### src/rtl/regfile_pkg.sv
// Shared widths, state encoding and read-path helper for the 16x16 register file.
package regfile_pkg;

  localparam int REG_W     = 16;
  localparam int REG_CNT   = 16;
  localparam int REG_IDX_W = 4;

  typedef logic [REG_W-1:0]     reg_word_t;
  typedef logic [REG_IDX_W-1:0] reg_idx_t;

  typedef enum logic {
    CLEAR,
    RUN
  } regfile_state_t;

  // Read data priority: clearing forces zero, then hard-wired r0, then
  // same-cycle write bypass, then stored contents.
  function automatic reg_word_t select_read(
    input logic      clearing,
    input logic      is_zero_reg,
    input logic      bypass,
    input reg_word_t wdata,
    input reg_word_t stored
  );
    reg_word_t result;
    if (clearing || is_zero_reg) begin
      result = '0;
    end else if (bypass) begin
      result = wdata;
    end else begin
      result = stored;
    end
    return result;
  endfunction

endpackage

### src/rtl/regfile.sv
// Two-read / one-write register file with registered read ports, write
// bypass, optional hard-wired r0 and a post-reset clear sequencer.
module regfile
  import regfile_pkg::*;
#(
  parameter bit R0_ZERO        = 1'b1,
  parameter bit CLEAR_ON_RESET = 1'b1
) (
  input  logic                 cpu_clk,
  input  logic                 cpu_rst,
  input  logic                 reg_a_read,
  input  logic [REG_IDX_W-1:0] reg_a,
  input  logic                 reg_b_read,
  input  logic [REG_IDX_W-1:0] reg_b,
  output logic [REG_W-1:0]     reg_a_value,
  output logic [REG_W-1:0]     reg_b_value,
  input  logic                 wr_en,
  input  logic [REG_IDX_W-1:0] wr_reg,
  input  logic [REG_W-1:0]     wr_value,
  output logic                 busy
);

  reg_word_t      mem_q [REG_CNT];
  regfile_state_t state_q, state_d;
  reg_idx_t       cnt_q, cnt_d;
  reg_word_t      a_q, a_d;
  reg_word_t      b_q, b_d;

  logic      clearing;
  logic      ext_we;
  logic      mem_we;
  reg_idx_t  mem_waddr;
  reg_word_t mem_wdata;

  assign clearing = (state_q == CLEAR);
  assign ext_we   = wr_en && !clearing && !(R0_ZERO && (wr_reg == '0));

  // Sequencer: one index per cycle, parks on the last index and leaves CLEAR.
  always_comb begin
    state_d = state_q;
    cnt_d   = cnt_q;
    if (clearing) begin
      if (cnt_q == reg_idx_t'(REG_CNT - 1)) begin
        state_d = RUN;
      end else begin
        cnt_d = cnt_q + reg_idx_t'(1);
      end
    end
  end

  // Single write port shared by the sequencer and write-back.
  always_comb begin
    mem_we    = 1'b0;
    mem_waddr = wr_reg;
    mem_wdata = wr_value;
    if (cpu_rst) begin
      if (clearing) begin
        mem_we    = 1'b1;
        mem_waddr = cnt_q;
        mem_wdata = '0;
      end else if (ext_we) begin
        mem_we = 1'b1;
      end
    end
  end

  always_ff @(posedge cpu_clk) begin
    if (mem_we) begin
      mem_q[mem_waddr] <= mem_wdata;
    end
  end

  always_comb begin
    a_d = a_q;
    b_d = b_q;
    if (reg_a_read) begin
      a_d = select_read(clearing, R0_ZERO && (reg_a == '0),
                        ext_we && (wr_reg == reg_a), wr_value, mem_q[reg_a]);
    end
    if (reg_b_read) begin
      b_d = select_read(clearing, R0_ZERO && (reg_b == '0),
                        ext_we && (wr_reg == reg_b), wr_value, mem_q[reg_b]);
    end
  end

  always_ff @(posedge cpu_clk) begin
    if (!cpu_rst) begin
      state_q <= CLEAR_ON_RESET ? CLEAR : RUN;
      cnt_q   <= '0;
      a_q     <= '0;
      b_q     <= '0;
    end else begin
      state_q <= state_d;
      cnt_q   <= cnt_d;
      a_q     <= a_d;
      b_q     <= b_d;
    end
  end

  assign reg_a_value = a_q;
  assign reg_b_value = b_q;
  assign busy        = clearing;

endmodule

### config.mk
export PLATFORM = sky130hd
export DESIGN_NAME = regfile
export DESIGN_NICKNAME = d
export VERILOG_FILES = /design/src/rtl/regfile_pkg.sv /design/src/rtl/regfile.sv
export SDC_FILE = /design/constraint.sdc
export NUM_CORES = 1
export LEC_CHECK = 0
export BUFFER_PORTS_ARGS = -buffer_cell sky130_fd_sc_hd__buf_2
export CORE_ASPECT_RATIO = 1.5
export CORE_MARGIN = 2
export CORE_UTILIZATION = 60
export DETAILED_ROUTE_END_ITERATION = 10
export PLACE_DENSITY = 0.8
export SYNTH_ARGS = -nofsm -noshare
export SYNTH_HDL_FRONTEND = slang
export SYNTH_SLANG_ARGS = --single-unit
### constraint.sdc
create_clock -name cpu_clk -period 3.5 [get_ports cpu_clk]
set_clock_uncertainty 0.2 [all_clocks]
set_input_delay 0.7 -clock cpu_clk [delete_from_list [all_inputs] [get_ports cpu_clk]]
set_output_delay 0.7 -clock cpu_clk [all_outputs]
set_load 0.005 [all_outputs]
* Yosys cells after proc, flatten, opt, wreduce, memory -nomap -nowiden
Memory sizes are Yosys's and may differ from the RTL's.
Index checks and enable logic that the tools add are counted.
** Cells by class
- Muxes and demuxes :: 15
- Magnitude comparators :: 0
- $add $sub $neg :: 1
- Shift-type cells :: 0
- Reductions and logical operators :: 11
- Bitwise logic cells :: 2
- Multipliers :: 0
- Eq/ne operators :: 3
- Divide/modulo/power cells :: 0
** Operators by type and width (number)
- 16-bit two-way mux :: 6
- 4-bit zero test :: 3
- 4-bit equality test :: 2
- 4-bit two-way mux :: 2
- 1-bit two-way mux :: 7
- 4-bit by 1-bit adder with 4-bit output (second input constant) :: 1
- 4-bit equality test (second input constant) :: 1
- 1-bit logical AND :: 4
- 1-bit logical OR :: 2
- 1-bit inverter :: 2
- 2-bit AND reduction :: 1
- 1-bit zero test :: 1
** Storage, ports and cells
- ROM bits :: 0
- Output and inout port bits :: 33
- Latch bits :: 0
- Memories :: 1
- Word-level logic and storage cells :: 37
- Register bits after elaboration :: 37
- Bits in writable memories :: 256
** Memory list
- mem_q :: depth 16, width 16, rd ports 2, clocked after Yosys merged registers in 0, write ports 1, line regfile.sv:23 : reg_word_t mem_q [REG_CNT];

* Longest topological paths before layout
Gate-level depths: netlist (run 1).
- Depth in word-level cells :: 8
- Depth in mapped cells :: 8
- Depth with buffers taken out :: 5

* Worst setup path before layout (run 1)
Ideal clock, no wire load.
- Path type :: in2reg
- Start point :: input wr_reg[0]
- End point :: memory mem_q[11][0] in the netlist's numbering (enable)
- Data required time :: 2.912 ns
- Cell stages on the path :: 5
- Setup slack :: 0.724 ns
- Arrival :: 2.187 ns
- Path through :: clkbuf_1 -> nor4_1 -> o32ai_1 -> nand3b_1 -> nor2_1
** On the way
- Longest elaborated chain between the ends :: 8
** RTL lines
- from (decl) :: line regfile.sv:18 : input logic [REG_IDX_W-1:0] wr_reg,
- 4-bit zero test :: line regfile.sv:36 : assign ext_we = wr_en && !clearing && !(R0_ZERO && (wr_reg == '0));
- 1-bit zero test :: line regfile.sv:36
- 1-bit logical AND :: line regfile.sv:36
- 1-bit two-way mux :: line regfile.sv:61 : end else if (ext_we) begin
- 1-bit two-way mux :: line regfile.sv:57 : if (clearing) begin
- 1-bit two-way mux :: line regfile.sv:56 : if (cpu_rst) begin
- 1-bit two-way mux :: line regfile.sv:68 : if (mem_we) begin
- 1-bit two-way mux (not written as such) :: line regfile.sv:69 : mem_q[mem_waddr] <= mem_wdata;
- to (decl) :: line regfile.sv:23
Several ways; a longest one is shown, not always the timed one.

* Worst setup path after layout (run 1)
- Start point :: register state_q
- End point :: memory mem_q[1][11] in the netlist's numbering (enable)
** On the way
- Longest elaborated chain between the ends :: 7
** RTL lines
- from (decl) :: line regfile.sv:24 : regfile_state_t state_q, state_d;
- from (signal assigned) :: line regfile.sv:88 : state_q <= CLEAR_ON_RESET ? CLEAR : RUN;
- from (signal assigned) :: line regfile.sv:93 : state_q <= state_d;
- 1-bit logical AND (2 in a row) :: line regfile.sv:36
- 1-bit two-way mux :: line regfile.sv:61
- 1-bit two-way mux :: line regfile.sv:57
- 1-bit two-way mux :: line regfile.sv:56
- 1-bit two-way mux :: line regfile.sv:68
- 1-bit two-way mux (not written as such) :: line regfile.sv:69
Several ways; a longest one is shown, not always the timed one.

==> results.md, run 1 <==
- The repair_antennas step left the layout with diodes totalling 0.
- The total power draw is roughly 7.3 mW.
- The reg-to-reg setup timing slack is 0.91 ns.
- The relative slew slack is between 40 and 50%.
- In this run the post-CTS setup repair buffer count came out at 0.
- In the global route stage, overall resource usage came out at roughly a third.
- The peak per-stage delay on the critical path is between 0.5 and 0.6 ns.
- At the end of the flow, the number of nets in the layout was between 1000 and 1500.
- The cell type of the slowest stage on the worst timing path is dfxtp_1.
- Net switching is between 20% and 30% of the power.
- The internal portion of the total power is roughly 5.7 mW.
- The top cell type by area accounts for 56.2% of the synthesized area.
- The initial antenna violation count is 0.
- The placeable core area is around 22000 um^2.
- The worst register-to-register path has a depth of 6.
- For this run, the top clock speed supported by timing is 0.386 GHz.
- The count of distinct cell types in the synthesized netlist is between 40 and 50.
- Yosys printed 0 warnings.
- The worst hold path was traced through 2 stages.
- TritonCTS built the clock tree.
- The critical path class is reg2reg.
- The mean cell area of the mapped netlist is 15.1 um^2.
- The number of buffers created by CTS is 27.
- The die is about 190 um tall.
- The total negative slack for setup checks is 0 ns.
- The worst-case clock buffer depth is 3.
- The area after detailed placement is 14400 um^2.
- From left edge to right edge, the die measures 127 um.
- The fraction of the yosys area taken by sequential cells is between 60% and 70%.
- Buffers inserted to repair hold after CTS numbered 0.
- The actual transition at the worst max-transition pin is 0.754 ns.
- The number of design rule violations left after detail routing is 0.
- The portion of total power attributed to sequential cells is between 50% and 60%.
- The aggregate routed wire length is about 40000 um.
- The number of setup violations in the final report is 0.
- The share of total power in combinational logic is 8.8%.
- The starting density of the core is 61.2%.
- Clock tree synthesis selected as its root buffer the cell clkbuf_16.
- The synthesis-stage register bit count is ~300.
- The clock input transition at the sequential cells of the worst setup and hold paths is 0.06 ns.
- The number of enable flip-flop cells after synthesis is 256.
- The ratio of cells with drive above 1 in the final layout is 23.1%.
- The count of routing violations after the opening detailed-route iteration is 1182.
- Routability-driven placement finished with a final weighted congestion of roughly 0.95.
- The total number of vias is 9224.
- The signal on the critical path passes through inv_2 > nand2_1 > mux2i_1 > nand3_1 > nor2_1 > buf_4.
- The worst min-delay path startpoint is reg_b_value[8]$_SDFFE_PN0P_.
- The path class of the lowest-slack min-delay path is reg2reg.
- During I/O placement, the number of pins put on the boundary was 66.
- Before antenna repair, the detailed router went through 8 iterations.
- Leaving out filler cells and counting taps, the final layout contains roughly 1300.
- The worst register-to-register path begins at state_q$_SDFF_PN0_.
- Cells fill between 60% and 70% of the core in the end.
- The CTS H-tree depth is 1.
- Setup repair after global routing left no endpoint under its margin.
- The end of the worst hold path is reg_b_value[8]$_SDFFE_PN0P_.
- Entering global routing, the biggest net connects 43 pins.
- Ranked by total cell area, the synthesized netlist is headed by edfxtp_1 (56%), mux4_2 (10%), mux2i_1 (9.5%), dfxtp_1 (5.4%), o22ai_1 (2.9%).
- The TritonCTS sink count is around 300.
- The post-detailed-route wirelength per cell is approximately 31 um.
- The final critical-path share of the clock period is roughly three quarters.
- On the critical path the largest part of the delay comes from simple AND/OR/NAND/NOR gates.
- Compared with the post-synthesis result, the final layout area differs by 11.3%.
- The antenna violation net count after detailed routing is 0.
- The destination of the worst register-to-register timing path is mem_q[1][11]$_DFFE_PP_.
- Ranked by instance count, the synthesized netlist is headed by edfxtp_1 (256), mux2i_1 (130), nand2_1 (69).
- The cell accounting for the most synthesized area is edfxtp_1.
- The number of pins with negative max-slew slack in the final report is 0.
- The type of element capturing the critical path is a flip-flop.
- The required time of the worst setup path is 3.50 ns.
- The first global-routing pass estimated roughly 58000 um of wire.
- The synthesized netlist net count is ~940.
- Dividing the detail-routed via count by the number of cells gives a little over 7.
- The data arrival time at the worst-slack endpoint is between 2 and 3 ns.
- The clock period could shrink to 2.59 ns.
- Summed over all nets, the switching power comes to 1.66 mW.
- In this run the worst path has a maximum fanout of 16.
- After routing the design area is ~15000 um^2.
- The power density over cell area is between 400 and 500 nW/um^2.
- The number of cell rows is between 60 and 70.
- The run finished with clean final reports.
- The most common cell in the netlist is edfxtp_1.
- The cell area after technology mapping is between 10000 and 15000 um^2.
- The number of global-route vias before repair is around 9500.
- In the synthesized netlist the dominant register cell turns out to be edfxtp_1.
- The clock latency of the later-clocked register in the worst-skew pair is approximately 0.55 ns.
- The combined buffer and inverter count along the critical path is 2.
- The leakage component of the power is ~5.5 nW.
- The post-cts resize count is 0.
- Of all flip-flops after synthesis, the portion carrying an async set or reset was 0%.
- The overflow left after global routing is 0.
- The hold violation total from the final report came to 0.
- The die covers between 20000 and 25000 um^2.
- The part of the power in the clock network is 38.4%.
- The type of element launching the critical path is a flip-flop.
- The instance count of the mapped netlist is roughly 900.
- The max-cap check violation count is 0.
- After detailed placement, the design holds a cell count of between 1000 and 1500.
- Detailed placement finished with a half-perimeter wire length of ~26000 um.
- Across the VDD grid, the largest voltage drop is around 0.00039 V.
- The number of buffer cells added on primary ports is 65.
[registers in the layout, indices dropped and copies added (netlist names)]
signal	count
mem_q	256
cnt_q	4
reg_a_value	16
reg_b_value	16
state_q	1
[area by class of cell]
class / instances / area (um^2)
flip-flops and latches: 293 / 8430
multi-input cells: 544 / 4760
clock buffers: 44 / 769
well taps: 276 / 345
inverters: 4 / 15.0
repair buffers: 130 / 856
clock inverters: 6 / 57.6
fillers: 1482 / 7150
[cells by family (layout without fill, tap and decap cells)]
kind of cell / Yosys count / in the layout / share of synthesized area, %
buf+inv: 72 / 184 / 3.66
mux: 196 / 196 / 20.2
xor+xnor: 10 / 10 / 0.640
simple gates: 169 / 169 / 6.35
flops: 293 / 293 / 61.6
fa+ha+maj: 1 / 1 / 0.0914
compound gates: 168 / 168 / 7.47
[power by group through the flow]
stage,registers (mW),clock network (mW),logic (mW)
after floorplan,3.94,0,0.418
after global placement,3.94,0,0.616
after detailed placement,3.95,0,0.626
after CTS,3.87,2.83,0.630
after global routing,3.88,2.96,0.671
final,3.87,2.82,0.646
[placed cells by master, fill, tap and decap left out, drive strengths merged, types with 5 or more instances in the layout]
| master | count |
|---|---|
| dfxtp | 37 |
| clkbuf | 44 |
| nor2b | 6 |
| xor2 | 9 |
| mux2i | 130 |
| inv | 5 |
| nor2 | 20 |
| mux4 | 64 |
| o22ai | 64 |
| nand2 | 69 |
| a31oi | 5 |
| a211oi | 30 |
| buf | 130 |
| and3 | 32 |
| and2 | 20 |
| edfxtp | 256 |
| o21ai | 65 |
[per-layer routing]
metal	up-vias	GRT usage, %	part of all wire, %
met2	671	55.3	50
met3	203	6.16	10
met5	-	0	0
met1	4549	38.1	32
li1	3801	-	-
met4	0	22.6	8.2
[stage by stage]
stage | setup slack, ns | hold WS [ns]
2_1_floorplan | 0.724 | 0.243
3_3_place_gp | 0.583 | 0.233
3_5_place_dp | 0.532 | 0.237
4_1_cts | 0.988 | 0.246
5_1_grt | 0.783 | 0.253
6_report | 0.909 | 0.242
[worst max path at each step]
stage | startpoint | endpoint | slack [ns] | cells past startpoint
CTS | state_q$_SDFF_PN0_ | mem_q[1][13]$_DFFE_PP_ | 0.99 | 6
floorplan | wr_reg[0] | mem_q[11][0]$_DFFE_PP_ | 0.72 | 5
global placement | reg_a[0] | reg_a_value[14]$_SDFFE_PN0P_ | 0.58 | 7
detailed placement | reg_a[0] | reg_a_value[14]$_SDFFE_PN0P_ | 0.53 | 7
global route | state_q$_SDFF_PN0_ | mem_q[5][9]$_DFFE_PP_ | 0.78 | 6
finish | state_q$_SDFF_PN0_ | mem_q[1][11]$_DFFE_PP_ | 0.91 | 6
[worst reg2reg max path, delay by kind of cell (launching register included)]
kind	cells	cell delay, ns
buf+inv	2	0.49
flops	1	0.57
mux	1	0.34
simple gates	3	0.64
Power figures use the tool's default switching activity.
==> run 2: changes to the inputs <==
ABC_AREA = 1   (was not set)
CORE_UTILIZATION = 56   (was 60)
PLACE_DENSITY = 0.78   (was 0.8)
clock period = 2.2 ns   (was 3.5 ns; I/O delays follow)
==> results.md, run 2 <==
- The area after detailed placement is 16700 um^2 (+16%).
- The number of enable flip-flop cells after synthesis is 256 (unchanged).
- The placeable core area is 26500 um^2 (+18%).
- The I/O pin count came to 66 (unchanged).
- The worst-case clock buffer depth came to 3 (unchanged).
- The antenna violation net count after detailed routing is 0 (unchanged).
- The number of pins with negative max-slew slack in the final report is 0 (unchanged).
- CTS placed an instance of clkbuf_16 at the clock tree root.
- The total number of vias is 13441 (+46%).
- The number of diodes is 0 (unchanged).
- The worst IR drop on VDD is 0.000697 V (+77%).
- The total power draw came to 12.4 mW (+69%).
- Yosys instantiated no cell more often than nand2_1.
- The number of setup violations in the final report is 0 (unchanged).
- The die width is 138 um (+8.4%).
- The clock latency of the later-clocked register in the worst-skew pair is 0.55 ns (about the same).
- Sorting the synthesized cells by how often they occur yields nand2_1 (649), nand3_1 (296), edfxtp_1 (256).
- The number of buffer cells added on primary ports is 65 (unchanged).
- The CTS H-tree depth is 1 (unchanged).
- The routed wire length on met3 is 3240 um (-19%).
- The total iterations of the first detailed-routing run is 7 (-1).
- The worst setup path is launched from a flip-flop.
- The wire length of the first global-routing pass came to 72100 um (+25%).
- The top cell types in the final layout, fill and taps aside, are nand2_1 (644), nand3_1 (296), edfxtp_1 (256), inv_1 (176), nor2_1 (126).
- The post-route worst setup slack is 0.124 ns (-0.785 ns).
- The flip-flop count of the largest register, all copies and words added is 256 (unchanged).
- The final critical-path share of the clock period is 94.4% (+20 points).
- The max-cap check violation count came to 0 (unchanged).
- The count of distinct cell types in the synthesized netlist was 23 (-45%).
- mem_q holds more flip-flops than any other register.
- The combined buffer and inverter count along the critical path came to 3 (+1).
- The synthesized netlist net count is 1857 (+97%).
- The post-placement cell count is 2207 (+77%).
- Walking the worst path, the cells encountered are nor2_4 > inv_4 > nand2_1 > o21ai_2 > inv_1 > nand2_2 > nor3_4 > buf_12.
- The relative slew slack was 23.8% (-26 points).
- The number of buffers created by CTS is 27 (unchanged).
- The post-detailed-route wirelength per cell came to 20.7 um (-33%).
- The aggregate routed wire length is 46700 um (+17%).
- The placed wire-length estimate after detailed placement is 32300 um (+24%).
- The critical path class is reg2reg.
- The synthesis-stage register bit count is 293 (unchanged).
- The flow ran to the end, and the final reports show no timing, DRC or antenna violations.
- The number of global-route vias before repair was 13142 (+39%).
- The required time of the worst setup path is 2.26 ns (-1.24 ns).
- The number of design rule violations left after detail routing was 0 (unchanged).
- The data arrival time at the worst-slack endpoint is 2.13 ns (-0.46 ns).
- The cell area after technology mapping came to 15100 um^2 (+10%).
- Among all stages on the critical path, the largest delay is contributed by dfxtp_1.
- The initial antenna violation count is 0 (unchanged).
- The category of cells accounting for the largest share of critical-path delay is simple AND/OR/NAND/NOR gates.
- The cell accounting for the most synthesized area is edfxtp_1.
- The final design instance area without fill is 17600 um^2 (+16%).
- The final critical-path required period is 2.08 ns (-0.515 ns).
- The full die area is 28300 um^2 (+18%).
- The routed via count divided by cell count is 5.94 (-16%).
- The starting density of the core was 57.0% (-4.2 points).
- From synthesis to final layout, the design area changed by 16.8%.
- The pin count of the biggest net entering global routing is 57 (+33%).
- The post-cts resize count was 0 (unchanged).
- The area share of the largest cell type after synthesis is 51.0% (-5.2 points).
- The all-layer global routing usage is 32.8% (-0.11 points).
- Leaving out fill and tap cells, the most frequent cell in the layout is nand2_1.
- The maximum clock frequency is 0.482 GHz (+25%).
- The overflow left after global routing came to 0 (unchanged).
- The clock input transition at the sequential cells of the worst setup and hold paths came to 0.07 ns (about the same).
- The total number of yosys warnings was 0 (unchanged).
- The power density over cell area came to 703 nW/um^2 (+46%).
- The TritonCTS sink count is 293 (unchanged).
- The non-filler instance count after layout is 2261 (+74%).
- The leakage component of the power is 7.57 nW (+39%).
- The tightest min-delay check is of the in2reg type.
- The wire length on met1 is 15500 um (+22%).
- The critical-path maximum fanout is 16 (unchanged).
- The actual transition at the worst max-transition pin is 1.14 ns (+0.386 ns).
- After synthesis, the cell types taking the most area are edfxtp_1 (51%), nand2_1 (16%), nand3_1 (9.8%), dfxtp_1 (4.9%), o211ai_1 (4.8%).
- The vertical die dimension is 205 um (+8.5%).
- The pre-CTS setup slack is -0.190 ns (-0.722 ns).
- The peak per-stage delay on the critical path is 0.34 ns (-0.23 ns).
- The most common flop cell mapped by yosys is edfxtp_1.
- The hold violation total from the final report came to 0 (unchanged).
- The final weighted congestion in routability-driven placement is 0.940 (-1.3%).
- The fraction of the yosys area taken by sequential cells was 55.9% (-5.7 points).
- The sum of met2 wire segment lengths after detailed routing is 24300 um (+22%).
- The share of synthesized flip-flops with an asynchronous set or reset is 0% (unchanged).
- TritonCTS built the clock tree.
- The ratio of cells with drive above 1 in the final layout came to 12.7% (-10 points).
- The instance count of the mapped netlist is 1823 (+100%).
- The final net count is 1937 (+87%).
- The worst setup path is captured at a flip-flop.
- The mean cell area of the mapped netlist came to 8.28 um^2 (-45%).
- The number of cell rows is 73 (+9.0%).
- The topmost layer with routed signal wires is met4.
- The count of routing violations after the opening detailed-route iteration came to 1329 (+12%).
-- run 2: changes by cell type after synthesis, moves of 32 or more --
cell	delta
a21oi_1	+32
nor2_1	+118
buf_2	+37
o22ai_1	-64
o211ai_1	+96
o21ai_1	-37
nand2_1	+580
mux4_2	-63
inv_1	+174
nand3_1	+293
mux2i_1	-130
-- run 2: worst register-to-register path: stages, from the launching register on --
cell and delay (ns):
dfxtp_1 0.34, nor2_4 0.23, inv_4 0.10, nand2_1 0.09, o21ai_2 0.08, inv_1 0.14
nand2_2 0.15, nor3_4 0.26, buf_12 0.19
-- run 2: through the flow --
step                      setup TNS, ns  util, %  hold WS [ns]
after detailed placement         -27.96     63.0         0.255
after global placement           -19.08     63.0         0.248
after global routing            -0.0148     66.5         0.103
after floorplan                   -2.31        -         0.261
final                                 0     66.5        0.0894
after CTS                             0     66.4        0.0854
-- run 2: power by group --
part           leakage (nW)  internal, mW  total [mW]  switching (mW)
combinational          4.48         0.463        1.49            1.03
sequential             2.65          6.14        6.17          0.0367
clock                 0.440          2.67        4.72            2.05
-- run 2: cell type report --
class,instances,area [um^2]
sequential,293,8430
multi-input combinational,1234,5610
tap,337,422
timing repair buffer,161,1550
clock buffer,34,753
fill,2121,8870
clock inverter,16,143
inverter,186,706
-- run 2: path summary, 6_finish.rpt --
path,start,to,slack [ns],cells after the start
setup / recovery,state_q$_SDFF_PN0_,mem_q[2][11]$_DFFE_PP_,0.12,8
setup reg to reg,state_q$_SDFF_PN0_,mem_q[2][11]$_DFFE_PP_,0.12,8
hold / removal,wr_value[11],reg_a_value[11]$_SDFFE_PN0P_,0.09,5
hold reg to reg,reg_a_value[15]$_SDFFE_PN0P_,reg_a_value[15]$_SDFFE_PN0P_,0.27,2
-- run 2: timing repair --
item,CTS,global route
buffers inserted,0,3
hold buffers,1,0
endpoints found under the hold margin,2,0
setup endpoints to repair,0,71
-- run 2: kinds of logic (layout without fill, tap and decap cells) --
| logic type | Yosys count | in the layout | synth area share, % |
|---|---|---|---|
| compound gates | 138 | 138 | 6.21 |
| buf+inv | 296 | 397 | 7.86 |
| fa+ha+maj | 1 | 1 | 0.0829 |
| xor+xnor | 1 | 1 | 0.0581 |
| simple gates | 1094 | 1094 | 29.9 |
| flops | 293 | 293 | 55.9 |
-- run 2: per-layer routing --
| metal | track usage (%) | vias to the layer above |
|---|---|---|
| li1 | - | 6182 |
| met1 | 35.8 | 6259 |
| met2 | 58.6 | 781 |
| met3 | 4.04 | 219 |
| met4 | 24.5 | 0 |
| met5 | 0 | - |
==> run 3: changes to the inputs <==
GPL_TIMING_DRIVEN = 0   (was not set)
REMOVE_ABC_BUFFERS = 1   (was not set)
==> results.md, run 3 (synthesis results as in run 2) <==
- The flow ran to the end, but the final reports show violations.
- The final reports fail on setup timing.
- The combined buffer and inverter count along the critical path is 3 (unchanged).
- In the layout the commonest cells are nand2_1 (638), nand3_1 (291), edfxtp_1 (256), inv_1 (171), nor2_1 (111).
- The clock input transition at the sequential cells of the worst setup and hold paths is 0.07 ns (about the same).
- The post-route worst setup slack is -0.245 ns (-0.368 ns).
- TritonCTS built the clock tree.
- The pin count of the biggest net entering global routing is 106 (+86%).
- The peak per-stage delay on the critical path came to 0.44 ns (+0.10 ns).
- The clock latency of the later-clocked register in the worst-skew pair came to 0.58 ns (+0.03 ns).
- The number of cell rows was 73 (unchanged).
- The critical-path maximum fanout is 8 (-8).
- From synthesis to final layout, the design area changed by 17.7%.
- The most numerous cell type found on the critical path is buf_6.
- The number of pins with negative max-slew slack in the final report was 0 (unchanged).
- The most used routing layer is met2.
- The worst-case clock buffer depth was 3 (unchanged).
- The power density over cell area is 715 nW/um^2 (+1.6%).
- The number of setup violations in the final report is 83 (+83).
- The worst setup path is of the reg2reg kind.
- The core occupancy in the finished layout is 67.0% (+0.53 points).
- The category of cells accounting for the largest share of critical-path delay is simple AND/OR/NAND/NOR gates.
- The vertical die dimension is 205 um (unchanged).
- The actual transition at the worst max-transition pin was 1.01 ns (-0.133 ns).
- The relative slew slack is 32.6% (+8.9 points).
- Setup repair after global routing could not meet its margin everywhere.
- The worst setup path is launched from a flip-flop.
- The maximum clock frequency came to 0.409 GHz (-15%).
- The wire length of the first global-routing pass is 74100 um (+2.7%).
- The final worst hold slack is 0.0728 ns (-0.0165 ns).
- The data arrival time at the worst-slack endpoint is 2.51 ns (+0.38 ns).
- The all-layer global routing usage was 34.0% (+1.1 points).
- The CTS H-tree depth is 1 (unchanged).
- The register with the most flip-flops in the final layout is mem_q.
- The placeable core area is 26500 um^2 (unchanged).
- The total number of vias is 14156 (+5.3%).
- The worst hold path belongs to the class in2reg.
- The placed wire-length estimate after detailed placement came to 27400 um (-15%).
- The leakage component of the power is 7.53 nW (-0.57%).
- Leaving out fill and tap cells, the most frequent cell in the layout is nand2_1.
- The met1 layer usage reported by global route is 39.1% (+3.3 points).
- The starting density of the core is 57.0% (unchanged).
- The number of global-route vias before repair is 13360 (+1.7%).
- The number of design rule violations left after detail routing is 0 (unchanged).
- The count of routing violations after the opening detailed-route iteration was 2143 (+61%).
- The final critical-path required period is 2.44 ns (+0.368 ns).
- The number of buffer cells added on primary ports came to 65 (unchanged).
- The buffer cell driving the clock tree root is clkbuf_16.
- The final weighted congestion in routability-driven placement came to 0.837 (-11%).
- The cell type of the slowest stage on the worst timing path is nor3_4.
- The die width was 138 um (unchanged).
- The aggregate routed wire length is 50900 um (+8.9%).
- The final net count is 1912 (-1.3%).
- The routed via count divided by cell count is 6.33 (+6.4%).
- The hold violation total from the final report came to 0 (unchanged).
- The flip-flop count of the largest register, all copies and words added is 256 (unchanged).
- The required time of the worst setup path is 2.26 ns (about the same).
- The TritonCTS sink count came to 293 (unchanged).
- The full die area was 28300 um^2 (unchanged).
- STA classifies the critical path endpoint as a flip-flop.
- The antenna violation net count after detailed routing is 0 (unchanged).
- The max-cap check violation count is 0 (unchanged).
- The final critical-path share of the clock period is 111% (+17 points).
- The final-layout fill cell count is 1975 (-6.9%).
- The met2 routing resource usage after global routing is 55.6% (-3.0 points).
- The total iterations of the first detailed-routing run came to 9 (+2).
- The worst IR drop on VDD is 0.000567 V (-19%).
- The met3 usage is 7.11% (+3.1 points).
- The number of buffers created by CTS was 28 (+3.7%).
- The I/O pin count is 66 (unchanged).
- The post-detailed-route wirelength per cell was 22.7 um (+10%).
- The overflow left after global routing came to 0 (unchanged).
- The initial antenna violation count is 0 (unchanged).
- The signal on the critical path passes through nor2_4 > inv_6 > o21ai_4 > nand2_4 > nor3_4 > buf_6 > buf_6.
- The ratio of cells with drive above 1 in the final layout came to 13.4% (+0.63 points).
- The number of diodes came to 0 (unchanged).
-- run 3: cell count changes in the layout (fill, tap and decap cells not counted), sizes merged --
cell      change
buf          -33
bufinv        +1
clkbuf       +11
clkinv        +2
clkinvlp      -1
inv           -4
-- run 3: metrics by stage --
stage,cells,cell area (um^2),power (mW),worst slack (ns),setup TNS [ns]
final,2237,17800,12.7,-0.245,-5.40
after global routing,2237,17800,13.0,-0.256,-10.09
after CTS,2222,17400,12.5,0.00934,0
after detailed placement,2139,15900,7.53,-1.78,-575.87
after global placement,2115,15400,7.45,-4.70,-927.42
after floorplan,1713,14600,6.94,-1.00,-169.08
-- run 3: timing repair --
item	CTS	global route
resized for setup	61	56
pin swaps	21	17
endpoints found under the setup margin	528	499
endpoints found under the hold margin	2	0
setup buffers	30	15
gates cloned	0	1
hold buffers	1	0
-- run 3: cell type report --
class | count | area [um^2] | area share [%]
Inverter | 186 | 736 | 4.14
Timing Repair Buffer | 135 | 1380 | 7.77
Tap cell | 337 | 422 | 2.37
Clock buffer | 38 | 800 | 4.50
Clock inverter | 14 | 145 | 0.817
Sequential cell | 293 | 8430 | 47.5
Multi-Input combinational cell | 1234 | 5840 | 32.9
-- run 3: per-layer routing --
metal	part of all wire [%]	vias to the layer above	wire length, um
met5	0	-	0
met4	7.9	0	4040
met3	13	325	6480
met2	47	1174	24100
met1	32	6521	16300
li1	-	6136	-
-- run 3: final timing paths --
check / cells after the start / slack [ns] / start / end
max: 7 / -0.24 / state_q$_SDFF_PN0_ / mem_q[1][6]$_DFFE_PP_
min: 5 / 0.07 / wr_value[5] / reg_b_value[5]$_SDFFE_PN0P_
max reg2reg: 7 / -0.24 / state_q$_SDFF_PN0_ / mem_q[1][6]$_DFFE_PP_
min reg2reg: 2 / 0.26 / reg_a_value[1]$_SDFFE_PN0P_ / reg_a_value[1]$_SDFFE_PN0P_
-- run 3: worst min-delay path, cell delays in order --
cell and delay, ns:
buf_2 0.12, nor2_1 0.09, nor2_1 0.04, nand2_1 0.05
a21oi_1 0.05
-- run 3: where the power goes --
group | total, mW | switching, mW | internal [mW] | leakage, nW
Sequential | 6.17 | 0.0355 | 6.14 | 2.65
Clock | 5.04 | 2.15 | 2.89 | 0.471
Combinational | 1.47 | 1.05 | 0.425 | 4.41
Total | 12.7 | 3.24 | 9.46 | 7.53
